`src/rtl/modbus_tx_framer.sv`:
```
// -----------------------------------------------------------------------------
// modbus_tx_framer
//   Frames Modbus RTU transmissions onto a shared RS-485 bus. A byte is only
//   released to the UART after the bus has been silent for 3.5 character
//   times (T35). Bytes of one frame must follow each other within 1.5
//   character times (T15), otherwise the frame is aborted. The RS-485 driver
//   is enabled for the whole frame without gaps.
//
// Parameters
//   CLK_FREQ   system clock frequency in Hz
//   BAUD_RATE  serial line bit rate
//
// Ports
//   clk_in            system clock, all logic on its rising edge
//   rst_in            synchronous active-high reset
//   tx_data_in        frame byte offered by upstream
//   tx_valid_in       tx_data_in / tx_last_in valid
//   tx_last_in        offered byte is the last of the frame
//   tx_ready_out      byte accepted when tx_valid_in & tx_ready_out
//   rx_done_in        one-cycle pulse per byte seen on the shared bus
//   uart_tx_data_out  byte for the UART transmitter (held until next load)
//   uart_tx_en_out    one-cycle start pulse to the UART transmitter
//   uart_tx_done_in   one-cycle pulse when the UART finished the stop bit
//   rs485_de_out      RS-485 driver enable
//   frame_done_out    one-cycle pulse, frame sent completely
//   frame_err_out     one-cycle pulse, frame aborted on inter-character timeout
// -----------------------------------------------------------------------------
module modbus_tx_framer #(
  parameter int CLK_FREQ  = 50000000,
  parameter int BAUD_RATE = 9600
) (
  input  logic       clk_in,
  input  logic       rst_in,
  input  logic [7:0] tx_data_in,
  input  logic       tx_valid_in,
  input  logic       tx_last_in,
  output logic       tx_ready_out,
  input  logic       rx_done_in,
  output logic [7:0] uart_tx_data_out,
  output logic       uart_tx_en_out,
  input  logic       uart_tx_done_in,
  output logic       rs485_de_out,
  output logic       frame_done_out,
  output logic       frame_err_out
);

  // Above 19200 baud the gaps are fixed times (1.75 ms / 0.75 ms); below,
  // they scale with the character time (11 bits per character).
  // 64-bit arithmetic keeps CLK_FREQ*385 from overflowing.
  localparam longint T35_L = (BAUD_RATE > 19200)
      ? (64'(CLK_FREQ) * 64'd1750) / 64'd1000000
      : (64'(CLK_FREQ) * 64'd385) / (64'd10 * 64'(BAUD_RATE));
  localparam longint T15_L = (BAUD_RATE > 19200)
      ? (64'(CLK_FREQ) * 64'd750) / 64'd1000000
      : (64'(CLK_FREQ) * 64'd165) / (64'd10 * 64'(BAUD_RATE));
  localparam int T35 = int'(T35_L);
  localparam int T15 = int'(T15_L);
  localparam int CW  = $clog2(T35 + 1);

  localparam logic [CW-1:0] T35_C  = CW'(T35);
  localparam logic [CW-1:0] T15_C  = CW'(T15);
  localparam logic [CW-1:0] ZERO_C = CW'(0);
  localparam logic [CW-1:0] ONE_C  = CW'(1);

  typedef enum logic [2:0] {
    S_QUIET     = 3'd0,
    S_IDLE      = 3'd1,
    S_LOAD      = 3'd2,
    S_BYTE_WAIT = 3'd3,
    S_NEXT      = 3'd4
  } state_t;

  state_t        state_r, state_s;
  logic [CW-1:0] count_r, count_s;
  logic [CW-1:0] count_inc_s;
  logic [7:0]    data_r, data_s;
  logic          last_r, last_s;
  logic          done_r, done_s;
  logic          err_r, err_s;

  // Saturating increment of the shared silence / gap counter.
  always_comb begin
    if (count_r == T35_C) begin
      count_inc_s = count_r;
    end else begin
      count_inc_s = count_r + ONE_C;
    end
  end

  // State register together with the byte buffer and the end-of-frame pulses.
  always_ff @(posedge clk_in) begin
    if (rst_in) begin
      state_r <= S_QUIET;
      count_r <= ZERO_C;
      data_r  <= 8'd0;
      last_r  <= 1'b0;
      done_r  <= 1'b0;
      err_r   <= 1'b0;
    end else begin
      state_r <= state_s;
      count_r <= count_s;
      data_r  <= data_s;
      last_r  <= last_s;
      done_r  <= done_s;
      err_r   <= err_s;
    end
  end

  // Next-state logic.
  always_comb begin
    state_s = state_r;
    count_s = count_r;
    data_s  = data_r;
    last_s  = last_r;
    done_s  = 1'b0;
    err_s   = 1'b0;
    case (state_r)
      S_QUIET: begin
        // A byte on the bus restarts silence in the cycle it arrives, so the
        // following cycle already counts as one quiet cycle.
        if (rx_done_in) begin
          count_s = ONE_C;
        end else begin
          count_s = count_inc_s;
        end
        if (count_s == T35_C) begin
          state_s = S_IDLE;
        end else begin
          state_s = S_QUIET;
        end
      end
      S_IDLE: begin
        // Bus activity wins over a same-cycle offer; ready is held low then.
        if (rx_done_in) begin
          state_s = S_QUIET;
          count_s = ZERO_C;
        end else if (tx_valid_in) begin
          state_s = S_LOAD;
          count_s = ZERO_C;
          data_s  = tx_data_in;
          last_s  = tx_last_in;
        end else begin
          state_s = S_IDLE;
        end
      end
      S_LOAD: begin
        state_s = S_BYTE_WAIT;
      end
      S_BYTE_WAIT: begin
        if (uart_tx_done_in) begin
          count_s = ZERO_C;
          if (last_r) begin
            state_s = S_QUIET;
            done_s  = 1'b1;
          end else begin
            state_s = S_NEXT;
          end
        end else begin
          state_s = S_BYTE_WAIT;
        end
      end
      S_NEXT: begin
        // A byte offered in the cycle the gap would expire is still taken.
        if (tx_valid_in) begin
          state_s = S_LOAD;
          count_s = ZERO_C;
          data_s  = tx_data_in;
          last_s  = tx_last_in;
        end else if (count_inc_s == T15_C) begin
          state_s = S_QUIET;
          count_s = ZERO_C;
          err_s   = 1'b1;
        end else begin
          state_s = S_NEXT;
          count_s = count_inc_s;
        end
      end
      default: begin
        state_s = S_QUIET;
        count_s = ZERO_C;
      end
    endcase
  end

  // Output decode from the registered state.
  always_comb begin
    tx_ready_out     = 1'b0;
    uart_tx_en_out   = 1'b0;
    rs485_de_out     = 1'b0;
    uart_tx_data_out = data_r;
    frame_done_out   = done_r;
    frame_err_out    = err_r;
    case (state_r)
      S_QUIET: begin
        tx_ready_out = 1'b0;
      end
      S_IDLE: begin
        tx_ready_out = ~rx_done_in;
      end
      S_LOAD: begin
        uart_tx_en_out = 1'b1;
        rs485_de_out   = 1'b1;
      end
      S_BYTE_WAIT: begin
        rs485_de_out = 1'b1;
      end
      S_NEXT: begin
        tx_ready_out = 1'b1;
        rs485_de_out = 1'b1;
      end
      default: begin
        tx_ready_out = 1'b0;
      end
    endcase
  end

endmodule

```
`config.mk`:
```
export PLATFORM = sky130hd
export DESIGN_NAME = modbus_tx_framer
export DESIGN_NICKNAME = d
export VERILOG_FILES = /design/src/rtl/modbus_tx_framer.sv
export SDC_FILE = /design/constraint.sdc
export NUM_CORES = 1
export LEC_CHECK = 0
export CORE_MARGIN = 4
export CORE_UTILIZATION = 63
export DETAILED_ROUTE_END_ITERATION = 8
export DONT_BUFFER_PORTS = 1
export GPL_ROUTABILITY_DRIVEN = 0
export GPL_TIMING_DRIVEN = 0
export PLACE_DENSITY = 0.79
export SLEW_MARGIN = 20
export SYNTH_ARGS = -nofsm -noshare
export SYNTH_HDL_FRONTEND = slang
export SYNTH_SLANG_ARGS = --single-unit
export TNS_END_PERCENT = 50
```
`constraint.sdc`:
```
create_clock -name clk_in -period 3.5 [get_ports clk_in]
set_clock_uncertainty 0.2 [all_clocks]
set_input_delay 0 -clock clk_in [delete_from_list [all_inputs] [get_ports clk_in]]
set_output_delay 0 -clock clk_in [all_outputs]
set_load 0.1 [all_outputs]
```
==> results of run 1 <==
[final cells by class]
class                      instances  area (sq um)
tap                               44          55.1
clock buffer                       6          51.3
fill                             231           726
multi-input combinational        202          1270
clock inverter                     2          10.0
inverter                           8          30.0
timing repair buffer              17           181
sequential                        32           641
buffer                            15          92.6
[power breakdown]
| group | internal, mW | switching (mW) |
|---|---|---|
| sequential | 0.366 | 0.00327 |
| combinational | 0.0208 | 0.0227 |
| clock | 0.0955 | 0.134 |
[Yosys cell counts, types with 2 or more instances]
library cell / number / area share
a211oi_1: 2 / 0.0074
a21o_1: 3 / 0.011
a21oi_1: 9 / 0.022
a31oi_1: 14 / 0.043
a41oi_1: 3 / 0.013
and2_1: 3 / 0.0093
and3_1: 4 / 0.012
and4_1: 3 / 0.013
buf_2: 2 / 0.0050
buf_4: 7 / 0.026
clkbuf_1: 5 / 0.0093
dfxtp_1: 32 / 0.32
ha_1: 2 / 0.012
inv_1: 8 / 0.015
mux2i_1: 11 / 0.055
nand2_1: 25 / 0.046
nand2b_1: 5 / 0.015
nand3_1: 15 / 0.037
nand3b_1: 2 / 0.0074
nand4_1: 7 / 0.022
nand4b_1: 2 / 0.0087
nor2_1: 30 / 0.056
nor2b_1: 2 / 0.0062
nor3_1: 5 / 0.012
o2111ai_1: 2 / 0.0087
o21ai_0: 10 / 0.025
o21ai_1: 5 / 0.012
or2_2: 3 / 0.0093
or3_1: 5 / 0.015
or4_1: 2 / 0.0074
xnor2_1: 7 / 0.030
[logic make-up after synthesis]
group | synth area share
xor gates and xnor gates | 0.0347
AOI/OAI and AO/OA | 0.190
muxes | 0.0545
adders and majority gates | 0.0124
and+or+nand+nor | 0.330
buffers and inverters | 0.0607
DFF | 0.317
[how the worst max path moves through the flow]
stage / start / end / slack, ns / cells past startpoint
finish: count_r[0]$_SDFFE_PP0P_ / count_r[3]$_SDFFE_PP0P_ / 0.21 / 10
global route: count_r[0]$_SDFFE_PP0P_ / count_r[3]$_SDFFE_PP0P_ / 0.004 / 10
CTS: count_r[0]$_SDFFE_PP0P_ / count_r[3]$_SDFFE_PP0P_ / 0.20 / 10
detailed placement: count_r[0]$_SDFFE_PP0P_ / count_r[3]$_SDFFE_PP0P_ / 0.22 / 10
global placement: state_r[2]$_SDFF_PP0_ / uart_tx_data_out[7]$_SDFFE_PP0P_ / -0.08 / 7
floorplan: state_r[2]$_SDFF_PP0_ / uart_tx_data_out[1]$_SDFFE_PP0P_ / 0.19 / 7
[routing by layer]
metal | vias to the layer above | global-route usage | share of wire
met5 | - | 0 | 0
met4 | 0 | 0.0897 | 0.018
met3 | 10 | 0.0745 | 0.072
met2 | 65 | 0.439 | 0.47
met1 | 915 | 0.340 | 0.44
li1 | 981 | - | -
[flip-flops by register name (all words and copies together) (netlist names)]
signal            cells
count_r              18
uart_tx_data_out      8
state_r               3
frame_done_out        1
frame_err_out         1
last_r                1
[worst max-delay path: stages (launching register included)]
cell	delay (ns)
dfxtp_1	0.47
ha_1	0.34
nand4_1	0.22
or3_1	0.38
a211oi_1	0.40
nand3_1	0.19
nor4_4	0.44
o21ai_4	0.17
buf_6	0.18
a21oi_2	0.13
a31oi_1	0.04
[cells in the final DEF, fill, tap and decap left out, types with 2 or more instances in the layout]
cell	instances
nor2_2	2
buf_4	7
buf_2	2
ha_1	2
a41oi_1	3
or2_2	3
xnor2_1	7
o21ai_0	10
a21o_1	3
dlygate4sd3_1	15
nand2b_1	5
and3_1	4
a21oi_1	9
a211oi_1	2
nor2_1	28
nor3_1	4
nand4b_1	2
or4_1	2
mux2i_1	11
inv_1	8
clkbuf_1	5
or3_1	5
nand4_1	7
o2111ai_1	2
nand3b_1	2
clkbuf_4	5
a31oi_1	14
dfxtp_1	32
nand3_1	15
clkinv_2	2
and2_1	3
and4_1	3
nor2b_1	2
nand2_1	25
o21ai_1	5
[timing repair]
item,in CTS,in global routing
hold buffers,15,0
setup buffers,0,0
gates resized for setup,0,1
endpoints found under the hold margin,26,0
setup endpoints to repair,0,10
==> metrics, run 1 <==
Fmax between 300 and 400 MHz; overall routing resource usage 0.269; vias post-DR 1971; DRC violations left 0; worst vdd ir 0.219 mV; async set-reset flop share out of synthesis 0; final non-filler cell total around 330; final net count 297; post-synth net total 273; Synth-to-Final Area Change 15.2%; Reg clk slew, reported paths 0.11 ns; Crit path required time 3.52 ns; die area 0.00418 sq mm; drt pass-1 iters 6; # clock sinks 32; number of routed nets with antenna violations 0; DIE WIDTH roughly 65 um; number of max-cap violations 0; ys flop type dfxtp_1; pre-CTS WS 0.219 ns; initial cell density of the core 0.661; R2R setup slack ~0.21 ns; Final min period 3.29 ns; post-DR vias/cell 6.05; status complete, no violations; dpl cell area around 0.0021 sq mm; CP Class flip-flop to flip-flop; Gate Count Post-Synth 257; worst flop-to-flop path endpoint count_r[3]$_SDFFE_PP0P_; Synth warnings 0; Final Hold Vio Count 0; layout cells sized above 1 0.117; # setup viols final 0; Util after Layout 0.762; pwr dens 276 mW/mm^2; largest net degree at the start of global routing 11; RSZ-0062 raised after global routing no; Crit. End Element flip-flop; post-route cell area 0.00233 sq mm; max-slew violations 0; DP HPWL 3500 um; Hold Path Class primary input to flip-flop; Seq/Total Area, Yosys 0.317; synthesized flop and latch total 32; Syn Std Cell Area 0.00202 sq mm; Mapped Avg Cell Area between 7 and 8 sq um; arrival time at the worst endpoint ~3.3 ns; reg2reg start count_r[0]$_SDFFE_PP0P_; Slew headroom 0.272; Die H 64.6 um; cell count after placement slightly above 300; n_diodes 0; Final WS setup 0.208 ns; vias in the first global route 1882; hold depth 4; total power about 0.64 mW; first-pass GRT wire length 8850 um; Fin Hold WS 0.00989 ns; port buffer count 0; min-delay src rx_done_in; CTS tree done; number of library cell types mapped by synthesis 53; CORE AREA 0.00305 sq mm; Leak Pwr 0.885 nW; setup TNS 0 ns; Root Buffer clkbuf_4; TritonCTS buffer count 5; drt total wl 5030 um; type of origin of the critical path flip-flop; initial antenna violation count 0; EDFF count, synth 0; total congestion overflow 0; DR iter-0 viols a little over 200; clk buf depth 2; cell row count 20; H-tree Lvls 2; Slew @ Worst Pin 1.09 ns; IO Pins 27; fin crit share 0.941; reg2reg path depth 10; Hold EP count_r[10]$_SDFFE_PP0P_; WL/cell 15.4 um; clk_lat worst skew 0.35 ns; crit-path max FO 10
(Power assumes the default switching activity.)
==> inputs of run 2 (changes only) <==
Settings changed: ABC_CLOCK_PERIOD_IN_PS from default to 3500, GPL_TIMING_DRIVEN 0 to default.
==> run 2 against run 1 <==
  * The run now ends with hold timing left
  * Combinational power shrank 7.4%
  * Flip-flop and latch count is the same
  * Hold slack lost 0.024 ns
  * Core utilization shrank 3.5 points
  * First-iteration DRC count shrank 14%
  * Total power grew 8.0%
  * Global-route usage shrank 1.4 points
  * Setup slack gained 0.11 ns
  * Critical path type unchanged
==> metrics, run 2 (same netlist as run 1, synthesis figures left out) <==
status finished with violations; failing checks hold timing; RSZ-0062 raised after global routing no; CTS tree done; Final min period 3.18 ns; min-delay src rx_done_in; commonest non-fill, non-tap cells in the layout dfxtp_1 (32), nor2_1 (28), nand2_1 (25); Synth-to-Final Area Change 9.91%; Crit. End Element flip-flop; CORE AREA 0.00305 sq mm; number of max-cap violations 0; H-tree Lvls 2; reg2reg path depth 9; pwr dens 312 mW/mm^2; Leak Pwr 0.823 nW; Fin Hold WS -0.0146 ns; Die H roughly 65 um; fin crit share 0.910; DRC violations left 0; clk_lat worst skew 0.34 ns; filler instances 259; Most flops, register count_r; Util after Layout 0.727; Final WS setup 0.316 ns; Fmax ~310 MHz; max-slew violations 0; drt total wl roughly 5000 um; Slowest-stage cell, CP dfxtp_1; CP Class flip-flop to flip-flop; port buffer count 0; final non-filler cell total 310; Hold Path Class primary input to flip-flop; cell count after placement 289; commonest non-fill, non-tap cell in the layout dfxtp_1; overall routing resource usage 0.255; initial cell density of the core 0.661; arrival time at the worst endpoint 3.21 ns; vias post-DR 1941; vias in the first global route 1751; layout cells sized above 1 0.0902; Crit path required time 3.53 ns; pre-CTS WS 0.381 ns; final net count 281; n_diodes 0; max FFs per register 18; setup TNS 0 ns; initial antenna violation count 0; Slew headroom 0.296; clk buf depth 2; DIE WIDTH 64.6 um; # clock sinks 32; DR iter-0 viols 175; hold depth 4; max incr delay on CP 0.46 ns; Reg clk slew, reported paths 0.11 ns; TritonCTS buffer count 5; crit path from count_r[0]$_SDFFE_PP0P_; Slew @ Worst Pin 1.05 ns; Final Hold Vio Count 1; number of routed nets with antenna violations 0; worst vdd ir between 0.3 and 0.4 mV; die area between 0.004 and 0.005 sq mm; first-pass GRT wire length 8430 um; reg2reg start count_r[0]$_SDFFE_PP0P_; DP HPWL 3460 um; largest net degree at the start of global routing 22; total congestion overflow 0; type of origin of the critical path flip-flop; drt pass-1 iters 5; cell row count 20; IO Pins 27; post-DR vias/cell 6.26; # setup viols final 0; WL/cell approximately 16 um; crit-path max FO 18; Root Buffer clkbuf_4; CP Cell Sequence ha_1 > nand4_1 > or3_1 > a211oi_1 > nand3_1 > nor4_4 > o21ai_4 > a21boi_0 > o21bai_1
run 2: area by class of cell:
class,instances,area (sq um),area share
multi-input cells,202,1260,0.568
flip-flops and latches,32,641,0.289
repair buffers,16,153,0.0688
well taps,44,55.1,0.0248
clock inverters,3,42.5,0.0192
clock buffers,5,37.5,0.0169
inverters,8,30.0,0.0135
run 2: path summary, 6_finish.rpt:
kind	slack, ns	end
worst max-delay path	0.32	count_r[8]$_SDFFE_PP0P_
worst min-delay path	-0.01	state_r[0]$_SDFF_PP0_
worst max register to register	0.32	count_r[8]$_SDFFE_PP0P_
worst min register to register	0.34	frame_done_out$_SDFF_PP0_
run 2: timing repair:
| item | CTS | global route |
|---|---|---|
| endpoints found under the setup margin | 0 | 0 |
| endpoints found under the hold margin | 32 | 0 |
| hold buffers | 13 | 0 |
| gates resized for setup | 0 | 0 |
| setup buffers | 0 | 0 |
run 2: layer usage:
layer	global-route usage	up-vias	part of all wire
met4	0.0765	0	0.017
li1	-	957	-
met5	0	-	0
met3	0.0624	10	0.065
met1	0.335	899	0.44
met2	0.414	75	0.48
run 2: critical path, delay by kind of cell, from the launching register on:
kind | cells | cell delay [ns]
fa+ha+maj | 1 | 0.33
simple gates | 4 | 1.18
compound gates | 4 | 0.91
flops | 1 | 0.46
run 2: through the flow:
step                      cell area [sq um]  hold WS (ns)  power, mW
final                                  2220       -0.0146      0.693
after floorplan                        2020       -0.0561      0.400
after CTS                              2220       0.00130      0.696
after global routing                   2220        0.0426      0.720
after detailed placement               2010        -0.123      0.401
after global placement                 2010        -0.125      0.401
run 2: power by group:
part           switching (mW)  internal, mW
clock network           0.135         0.149
registers             0.00342         0.366
logic                  0.0212        0.0191
==> inputs of run 3 (changes only) <==
Settings changed: PLACE_DENSITY 0.79 to 0.85.
==> run 3 against run 2 <==
  * The flow now finishes without violations
  * Critical path depth unchanged
  * First-iteration DRC count grew 19%
  * Final cell count up 0.65%
  * Cell area is 0.73% higher
  * Hold slack better by 0.017 ns
==> metrics, run 3 (same netlist as run 1, synthesis figures left out) <==
status complete, no violations; switching power about 0.16 mW; dpl cell area 0.00201 sq mm; DR iter-0 viols 209; Slew headroom 0.297; reg2reg start count_r[0]$_SDFFE_PP0P_; total congestion overflow 0; Slew @ Worst Pin 1.05 ns; Most flops, register count_r; Sw Ratio 0.227; fin crit share 0.932; Final Hold Vio Count 0; CP Class flip-flop to flip-flop; arrival time at the worst endpoint 3.29 ns; Fin Hold WS 0.00263 ns; DP HPWL between 3000 and 4000 um; vias in the first global route between 1500 and 2000; H-tree Lvls 2; commonest non-fill, non-tap cells in the layout dfxtp_1 (32), nor2_1 (28), nand2_1 (25); hold depth 5; Internal 0.535 mW; Leak Pwr 0.835 nW; # clock sinks 32; Synth-to-Final Area Change 10.7%; worst flop-to-flop path endpoint count_r[8]$_SDFFE_PP0P_; Clock Power Share 0.407; setup TNS 0 ns; die area roughly 0.0042 sq mm; Root Buffer clkbuf_4; initial antenna violation count 0; n_diodes 0; type of origin of the critical path flip-flop; TritonCTS buffer count 5; crit-path max FO 18; port buffer count 0; Fmax 307 MHz; drt pass-1 iters 5; first-pass GRT wire length 8400 um; WL/cell 16.2 um; RSZ-0062 raised after global routing no; Crit path required time 3.53 ns; CTS tree done; post-CTS sizing 0; post-DR vias/cell approximately 6.5; largest net degree at the start of global routing 22; number of routed nets with antenna violations 0; overall routing resource usage 0.253; pwr dens between 300 and 400 mW/mm^2; Final min period around 3.3 ns; Final WS setup about 0.24 ns; post-CTS setup buffers 0; commonest non-fill, non-tap cell in the layout dfxtp_1; DRC violations left 0; cell row count 20; CORE AREA 0.00305 sq mm; layout cells sized above 1 0.0858; initial cell density of the core 0.661; Crit. End Element flip-flop; pre-CTS WS 0.340 ns; clk_lat worst skew about 0.34 ns; number of max-cap violations 0; worst vdd ir 0.295 mV; DIE WIDTH approximately 65 um; # setup viols final 0; Die H 64.6 um; reg2reg path depth 9; clk buf depth 2; vias post-DR between 2000 and 2500; post-route cell area 0.00224 sq mm; min-delay src rx_done_in; Gate power share 0.061; Hold Path Class primary input to flip-flop; max-slew violations 0; Flop pwr share 0.533; R2R setup slack ~0.24 ns; drt total wl between 5000 and 6000 um; Reg clk slew, reported paths 0.11 ns; final net count 283; total power 0.693 mW; max FFs per register 18; Hold EP count_r[5]$_SDFFE_PP0P_; IO Pins 27
-- run 3: cell types whose count changed in the layout (fill, tap and decap cells not counted) --
cell           change
clkinvlp_4         -1
dlygate4sd3_1      +2
clkbuf_1           +1
-- run 3: what timing repair did --
item	4_1_cts	5_1_grt
endpoints found under the setup margin	0	0
endpoints found under the hold margin	32	0
hold buffers	15	0
-- run 3: cell type report --
type | count | area (sq um)
well taps | 44 | 55.1
clock buffers | 6 | 41.3
multi-input cells | 202 | 1260
clock inverters | 2 | 35.0
inverters | 8 | 30.0
fillers | 245 | 817
flip-flops and latches | 32 | 641
repair buffers | 18 | 173
-- run 3: per-stage QoR --
step                      instances  utilization
final                           312        0.732
after global routing            312        0.732
after CTS                       312        0.732
after detailed placement        289        0.658
after global placement          289        0.658
after floorplan                 257            -
-- run 3: power groups by stage --
stage | sequential, mW | clock (mW) | combinational [mW]
2_1_floorplan | 0.376 | 0 | 0.0235
3_3_place_gp | 0.377 | 0 | 0.0240
3_5_place_dp | 0.377 | 0 | 0.0239
4_1_cts | 0.369 | 0.281 | 0.0404
5_1_grt | 0.369 | 0.296 | 0.0461
6_report | 0.369 | 0.282 | 0.0419
-- run 3: worst max path at each step --
stage	startpoint	slack [ns]	to
finish	count_r[0]$_SDFFE_PP0P_	0.24	count_r[8]$_SDFFE_PP0P_
global route	count_r[0]$_SDFFE_PP0P_	0.04	count_r[8]$_SDFFE_PP0P_
CTS	count_r[0]$_SDFFE_PP0P_	0.31	count_r[8]$_SDFFE_PP0P_
detailed placement	count_r[0]$_SDFFE_PP0P_	0.34	count_r[8]$_SDFFE_PP0P_
global placement	count_r[0]$_SDFFE_PP0P_	0.42	count_r[8]$_SDFFE_PP0P_
floorplan	state_r[2]$_SDFF_PP0_	0.19	uart_tx_data_out[1]$_SDFFE_PP0P_
-- run 3: worst max-delay path: stages (launching register included) --
cell and delay (ns):
dfxtp_1 0.46, ha_1 0.38, nand4_1 0.21, or3_1 0.38, a211oi_1 0.36, nand3_1 0.18
nor4_4 0.43, o21ai_4 0.22, a21boi_0 0.17, o21bai_1 0.16
-- run 3: routing by layer --
layer / global-route usage / part of all wire / vias up / wire length [um]
met3: 0.0485 / 0.069 / 12 / 350
met4: 0.0633 / 0.017 / 0 / 88
met1: 0.337 / 0.44 / 951 / 2230
met5: 0 / 0 / - / 0
met2: 0.421 / 0.47 / 96 / 2400
li1: - / - / 958 / -
